$ cat src/rtl/dmem_arbiter.sv
// Two-port round-robin arbiter in front of a single-port 256x32 data memory.
// Port 0 is the CPU load/store path, port 1 the loader/DMA; lock holds the memory for RMW sequences.
module dmem_arbiter #(
  parameter int unsigned DATA_W = 32,
  parameter int unsigned ADDR_W = 32,
  parameter int unsigned DEPTH  = 256
) (
  input  logic                clk,
  input  logic                rst_n,
  input  logic [1:0]          req,
  input  logic [1:0]          we,
  input  logic [1:0]          lock,
  input  logic [2*ADDR_W-1:0] addr,
  input  logic [2*DATA_W-1:0] wdata,
  output logic [1:0]          gnt,
  output logic [1:0]          ack,
  output logic                err,
  output logic [DATA_W-1:0]   rdata,
  output logic                mem_rEn,
  output logic                mem_wEn,
  output logic [ADDR_W-1:0]   mem_addr,
  output logic [DATA_W-1:0]   mem_wdata,
  input  logic [DATA_W-1:0]   mem_rdata
);

  typedef enum logic [1:0] {IDLE, ACCESS, RESP} state_t;

  state_t state, state_nx;

  logic ptr, ptr_nx;
  logic own_vld, own_vld_nx;
  logic owner, owner_nx;
  logic win, win_nx;
  logic we_q, we_nx;
  logic lock_q, lock_nx;
  logic err_q, err_q_nx;

  logic [1:0]        gnt_nx, ack_nx;
  logic              err_nx;
  logic [DATA_W-1:0] rdata_nx;
  logic              mem_ren_nx, mem_wen_nx;
  logic [ADDR_W-1:0] mem_addr_nx;
  logic [DATA_W-1:0] mem_wdata_nx;

  logic [1:0]        eligible;
  logic              sel;
  logic [ADDR_W-1:0] sel_addr;
  logic [DATA_W-1:0] sel_wdata;
  logic              sel_err;

  // While a lock owner exists only its request is visible to arbitration.
  always_comb begin
    eligible  = own_vld ? (req & (2'b01 << owner)) : req;
    sel       = eligible[ptr] ? ptr : ~ptr;
    sel_addr  = sel ? addr[2*ADDR_W-1:ADDR_W] : addr[ADDR_W-1:0];
    sel_wdata = sel ? wdata[2*DATA_W-1:DATA_W] : wdata[DATA_W-1:0];
    sel_err   = (sel_addr >= ADDR_W'(DEPTH));
  end

  always_comb begin
    state_nx     = state;
    ptr_nx       = ptr;
    own_vld_nx   = own_vld;
    owner_nx     = owner;
    win_nx       = win;
    we_nx        = we_q;
    lock_nx      = lock_q;
    err_q_nx     = err_q;
    gnt_nx       = '0;
    ack_nx       = '0;
    err_nx       = 1'b0;
    rdata_nx     = '0;
    mem_ren_nx   = 1'b0;
    mem_wen_nx   = 1'b0;
    mem_addr_nx  = '0;
    mem_wdata_nx = '0;

    case (state)
      IDLE: begin
        if (|eligible) begin
          state_nx     = ACCESS;
          win_nx       = sel;
          we_nx        = we[sel];
          lock_nx      = lock[sel];
          err_q_nx     = sel_err;
          gnt_nx       = sel ? 2'b10 : 2'b01;
          mem_addr_nx  = sel_addr;
          mem_wdata_nx = sel_wdata;
          // mem_rEn is the memory's write strobe, mem_wEn its read strobe.
          mem_ren_nx   = we[sel] & ~sel_err;
          mem_wen_nx   = ~we[sel] & ~sel_err;
        end
      end
      ACCESS: begin
        state_nx = RESP;
        ack_nx   = win ? 2'b10 : 2'b01;
        err_nx   = err_q;
        rdata_nx = (~we_q & ~err_q) ? mem_rdata : '0;
      end
      RESP: begin
        state_nx = IDLE;
        if (lock_q) begin
          own_vld_nx = 1'b1;
          owner_nx   = win;
          ptr_nx     = win;
        end else begin
          own_vld_nx = 1'b0;
          ptr_nx     = ~win;
        end
      end
      default: state_nx = IDLE;
    endcase
  end

  always_ff @(posedge clk or negedge rst_n) begin
    if (!rst_n) begin
      state     <= IDLE;
      ptr       <= 1'b0;
      own_vld   <= 1'b0;
      owner     <= 1'b0;
      win       <= 1'b0;
      we_q      <= 1'b0;
      lock_q    <= 1'b0;
      err_q     <= 1'b0;
      gnt       <= '0;
      ack       <= '0;
      err       <= 1'b0;
      rdata     <= '0;
      mem_rEn   <= 1'b0;
      mem_wEn   <= 1'b0;
      mem_addr  <= '0;
      mem_wdata <= '0;
    end else begin
      state     <= state_nx;
      ptr       <= ptr_nx;
      own_vld   <= own_vld_nx;
      owner     <= owner_nx;
      win       <= win_nx;
      we_q      <= we_nx;
      lock_q    <= lock_nx;
      err_q     <= err_q_nx;
      gnt       <= gnt_nx;
      ack       <= ack_nx;
      err       <= err_nx;
      rdata     <= rdata_nx;
      mem_rEn   <= mem_ren_nx;
      mem_wEn   <= mem_wen_nx;
      mem_addr  <= mem_addr_nx;
      mem_wdata <= mem_wdata_nx;
    end
  end

endmodule
$ cat config.mk
export PLATFORM = sky130hd
export DESIGN_NAME = dmem_arbiter
export DESIGN_NICKNAME = d
export VERILOG_FILES = /design/src/rtl/dmem_arbiter.sv
export SDC_FILE = /design/constraint.sdc
export NUM_CORES = 1
export LEC_CHECK = 0
export ABC_AREA = 0
export BUFFER_PORTS_ARGS = -buffer_cell sky130_fd_sc_hd__buf_2
export CORE_MARGIN = 8
export CORE_UTILIZATION = 38
export DETAILED_ROUTE_END_ITERATION = 10
export PLACE_DENSITY_LB_ADDON = 0.05
export SKIP_LAST_GASP = 1
export SLEW_MARGIN = 30
export SYNTH_ARGS = -nofsm -noshare
export SYNTH_HDL_FRONTEND = slang
export SYNTH_SLANG_ARGS = --single-unit
export TNS_END_PERCENT = 50
$ cat constraint.sdc
create_clock -name clk -period 1.5 [get_ports clk]
set_input_delay 0.15 -clock clk [delete_from_list [all_inputs] [get_ports clk]]
set_output_delay 0.15 -clock clk [all_outputs]
set_load 0.005 [all_outputs]
Yosys cells after proc, flatten, opt, wreduce, memory -nomap -nowiden
Cells that the tools add are included.
{"block": "totals", "input_bits": 168, "word_cells": 67, "register_bits": 112, "out_inout_bits": 103}
{"block": "op_classes", "order_cmp": 3, "n_mux": 30, "bitwise": 10, "shifts": 1, "eq_ne": 3, "reduce_logical": 4}
{"operator": "$mux W32", "n": 8}
{"operator": "$ge A32 B9 Y1 const B", "n": 1}
{"operator": "$mux W1", "n": 14}
{"operator": "$mux W2", "n": 7}
{"operator": "$not A1 Y1", "n": 6}
{"operator": "$lt A1 B2 Y1 const B", "n": 2}
{"operator": "$pmux W2 S2", "n": 1}
{"operator": "$reduce_and A2 Y1", "n": 2}
{"operator": "$and A1 B1 Y1", "n": 3}
{"operator": "$and A2 B2 Y2", "n": 1}
{"operator": "$eq A2 B1 Y1 const B", "n": 1}
{"operator": "$eq A2 B2 Y1 const B", "n": 1}
{"operator": "$logic_not A2 Y1", "n": 1}
{"operator": "$ne A2 B2 Y1 const B", "n": 1}
{"operator": "$reduce_or A2 Y1", "n": 1}
{"operator": "$shl A1 B1 Y2 const A", "n": 1}

Depth between registers and ports, before layout
{"block": "depth", "word_depth": 12, "mapped_depth": 6, "depth_no_buf": 5}

Least setup slack after synthesis
OpenSTA, ideal clock, no wires.
{"block": "synth_timing", "kind": "register to register", "startpoint": "reg owner", "endpoint": "reg mem_wdata[10]", "path_stages_with_launch": 6, "arrival_time_ps": 1479, "t_required_ps": 1435, "period_less_slack_ps": 1544, "n_path_buf": 1, "setup_slack_ps": -44, "setup_ps": 65, "cell_sequence": "dfrtp_1 mux2i_1 a2111o_1 nor2_4 buf_6 a22o_1"}
{"block": "synth_via", "elab_chain_cells": 9, "word_cells_on_any_way": 10, "cone_classes": "1 x shift; 7 x mux; 1 x bitwise; 1 x reduce/logical"}
{"item": "from (decl)", "line_no": "32", "source": "logic owner, owner_nx;"}
{"item": "from (signal assigned)", "line_no": "137", "source": "owner <= owner_nx;"}
{"item": "$shl A1 B1 Y2 (*)", "line_no": "53", "source": "eligible = own_vld ? (req & (2'b01 << owner)) : req;"}
{"item": "$and A2 B2 Y2 (*)", "line_no": "53"}
{"item": "$mux W2 (*)", "line_no": "53"}
{"item": "$mux W1 (implied by the code) (2 in series)", "line_no": "54", "source": "sel = eligible[ptr] ? ptr : ~ptr;"}
{"item": "$mux W1", "line_no": "54"}
{"item": "$mux W32", "line_no": "56", "source": "sel_wdata = sel ? wdata[2*DATA_W-1:DATA_W] : wdata[DATA_W-1:0];"}
{"item": "$mux W32 (*)", "line_no": "80", "source": "if (|eligible) begin"}
{"item": "$mux W32 (*)", "line_no": "78", "source": "case (state)"}
{"item": "net mem_wdata_nx[10]", "line_no": "43", "source": "logic [DATA_W-1:0] mem_wdata_nx;"}
{"item": "to (signal assigned)", "line_no": "149", "source": "mem_wdata <= mem_wdata_nx;"}
{"item": "to (decl)", "line_no": "22", "source": "output logic [DATA_W-1:0] mem_wdata,"}
Mark *: on every way through the listed nets, which the timed path passes. The rest lies on a longest branch. The select of a mux whose other input is x is not followed.
A chain may end at the register's enable or synchronous reset.

Worst setup path in the final report
{"block": "layout_timing", "startpoint": "reg owner", "endpoint": "reg mem_wdata[6]"}
Same word-level chain as after synthesis.

==> flow_metrics.py <==
metrics = {
    "routing": {
        "wire_per_inst_microns": 16.9,
        "dr_total_vias": 4332,
        "drt-initial-drc-count": 254,
        "routed_wl_microns": 15700,
        "via_per_inst": 4.67,
        "firstDrtPassIters": 4,
        "drc": 0,
        "final_antenna_net_count": 0,
    },
    "synthesis": {
        "synth-edff-count": 0,
        "syn_nets": 518,
        "async_flop_share_pct": 100,
        "synth_top_cell_by_area": "dfrtp_1",
        "yosysTopAreaCellShare_pct": 66.7,
        "synth.area.top_cells": "dfrtp_1, a22o_1, nand2_1",
        "synth_seq_cells": 112,
        "avgSynthCellArea_sq_um": 12.0,
        "ys_seq_area_share_pct": 66.7,
        "synthDistinctLibCells": 31,
        "synthCells": 350,
        "synth_warnings": 0,
        "synth_ff_type": "dfrtp_1",
        "syn-cell-area_sq_um": 4200,
    },
    "setup_path": {
        "r2r_cells": 5,
        "cp-end-kind": "register",
        "r2r_end": "mem_wdata[6]$_DFF_PN0_",
        "worstPathRequired_ns": 1.82,
        "critical_path_class": "reg2reg",
        "worstReg2RegStart": "owner$_DFFE_PN0P_",
        "worstPathArrival_ns": 1.94,
        "start_kind": "register",
        "critPathMaxFanout": 33,
        "regToRegSetupSlack_ns": -0.12,
    },
    "floorplanning": {
        "die_h_microns": 121,
        "start_util_pct": 38.9,
        "coreArea_sq_um": 10800,
        "io_pins": 271,
        "die_width_microns": 121,
        "rows": 38,
        "die_area_sq_um": 14700,
    },
    "finish": {
        "fillers": 767,
        "multi_input_area_sq_um": 1320,
        "nets": 950,
        "final_cells": 927,
        "utilization_pct": 71.1,
        "drive_above_1_share_pct": 41.7,
        "syn2layout_area_growth_pct": 82.7,
        "layout_common_cells": "buf_2, dlygate4sd3_1, dfrtp_1, nand2_1, and2_1",
        "regArea_sq_um": 2800,
        "antenna_cells": 0,
        "postLayoutCellArea_sq_um": 7670,
        "layout_commonest_cell": "buf_2",
    },
    "place": {
        "gp_congestion": 0.809,
        "hpwl_microns": 10300,
        "dpl_cell_area_sq_um": 5920,
        "port_buffers": 270,
        "dpl.cell_count": 762,
    },
    "sta": {
        "slew_viol_final": 0,
        "period_minus_slack_ns": 1.62,
        "tightest_slew_ns": 0.389,
        "fin_ws_ns": -0.124,
        "hold_violations": 0,
        "fmax_mhz": 616,
        "setup_viol": 59,
        "fin_worst_skew_ns": 0.0115,
        "hold_ws_ns": 0.0181,
        "fin_crit_sh_pct": 108,
        "slew-limit-headroom_pct": 74.1,
        "rsz0062_at_grt": "true",
    },
    "clock_tree": {
        "insertion_delay_ns": 0.38,
        "numCtsBuffers": 9,
        "htree_levels": 3,
        "cts.clk_slew.worst_paths_ns": 0.11,
        "cts_tree": "done",
        "clk_path_buf_depth": 2,
        "clkSinkCount": 112,
        "clock-root-buffer": "clkbuf_8",
    },
    "power": {
        "p_leak_uw": 0.00411,
        "cellPowerDensity_nw_per_um2": 1380,
        "p_sw_uw": 3610,
        "p_sw_share_pct": 34.2,
        "seqPwrFrac_pct": 39.7,
        "total_power_uw": 10600,
        "clkPwrFrac_pct": 15.8,
        "pwr-share-comb_pct": 44.5,
        "p_int_uw": 6950,
        "ir_drop_uv": 850,
    },
    "min_path": {
        "holdPathStages": 3,
        "hp-class": "in2reg",
        "hold_end": "mem_addr[21]$_DFF_PN0_",
        "min-delay-start": "addr[53]",
    },
    "outcome": {
        "violations": "setup timing",
        "run_status": "complete, but fails checks",
    },
    "global_routing": {
        "grt.total_usage_pct": 20.8,
        "grt_pass1_wl_microns": 24200,
        "grt_max_degree": 37,
        "grt_pass1_vias": 4683,
        "grt-ovfl-total": 0,
        "antenna_found_initial": 0,
        "gr-usage-met1_pct": 21.7,
        "use_met3_pct": 8.42,
        "top_usage_layer": "met2",
        "use_met2_pct": 36.5,
    },
    "run": {
        "maxCapViolCount": 0,
    },
}
[worst max path at each step]
stage | slack [ns] | cells past startpoint | end | from
after floorplan | 0.001 | 5 | mem_addr[10]$_DFF_PN0_ | ptr$_DFFE_PN0N_
after global placement | -0.06 | 6 | mem_wEn$_DFF_PN0_ | addr[25]
after CTS | -0.14 | 5 | mem_wdata[20]$_DFF_PN0_ | owner$_DFFE_PN0P_
after detailed placement | -0.11 | 5 | mem_wdata[20]$_DFF_PN0_ | owner$_DFFE_PN0P_
after global routing | -0.20 | 6 | lock_q$_DFFE_PN0P_ | owner$_DFFE_PN0P_
final | -0.12 | 5 | mem_wdata[6]$_DFF_PN0_ | owner$_DFFE_PN0P_
[critical path, cell delays in order, from the launching register on]
cell	delay [ns]
dfrtp_1	0.41
mux2i_1	0.12
a2111o_1	0.48
nor2_4	0.16
buf_12	0.19
a22o_1	0.18
[what timing repair did]
action	in CTS	in global routing
gates resized for setup	0	12
endpoints found under the setup margin	59	72
gates cloned	0	2
hold buffers	144	0
endpoints found under the hold margin	116	0
buffers inserted	0	3
[power groups by stage]
stage | Clock [uW] | Combinational [uW] | Sequential (uW)
after CTS | 1750 | 4280 | 4180
after detailed placement | 0 | 3980 | 4230
after floorplan | 0 | 1810 | 4350
final | 1670 | 4700 | 4190
after global placement | 0 | 3920 | 4210
after global routing | 1850 | 5110 | 4290
[routing by layer]
metal	vias to the layer above	wire (microns)
met5	-	0
met4	0	397
met3	31	1710
met2	221	7980
met1	2017	5570
li1	2063	-
[per-stage QoR]
stage,setup TNS [ns],setup slack (ns)
floorplan,0,0.00108
finish,-4.96,-0.124
CTS,-5.08,-0.143
detailed placement,-3.28,-0.114
global route,-9.45,-0.196
global placement,-1.33,-0.0603
[Yosys cell counts (2+ instances only)]
cell / instances
dfrtp_1: 112
nand2_1: 68
and2_1: 34
a21oi_1: 32
a22o_1: 32
nor4_1: 8
buf_2: 7
clkbuf_1: 7
mux2i_1: 4
nor2_1: 4
buf_4: 3
buf_6: 3
inv_1: 3
nand3b_1: 3
nor3_1: 3
o21ai_0: 3
a211oi_1: 2
and4_1: 2
mux2_2: 2
nand3_1: 2
nand4_1: 2
nor2_4: 2
nor2b_1: 2
or3_1: 2
or4_1: 2
[flip-flops by register name, indices dropped and copies added, names as in the netlist]
register / count
mem_rEn: 1
win: 1
we_q: 1
ack: 2
rdata: 32
ptr: 1
gnt: 2
err_q: 1
own_vld: 1
mem_wdata: 32
err: 1
lock_q: 1
mem_wEn: 1
owner: 1
mem_addr: 32
state: 2
[layout make-up]
type	count	share of cell area, %
clock inverter	7	0.717
inverter	3	0.147
timing repair buffer	441	41.5
sequential	112	36.5
clock buffer	9	1.61
multi-input combinational	215	17.2
tap	140	2.28
[logic make-up after synthesis]
logic type	Yosys count	synth area share, %
multiplexers	6	1.49
buffers and inverters	23	3.07
AO/OA/AOI/OAI	73	12.3
XOR/XNOR	1	0.209
AND/OR/NAND/NOR	135	16.2
flip-flops	112	66.7
Power figures use the tool's default switching activity.
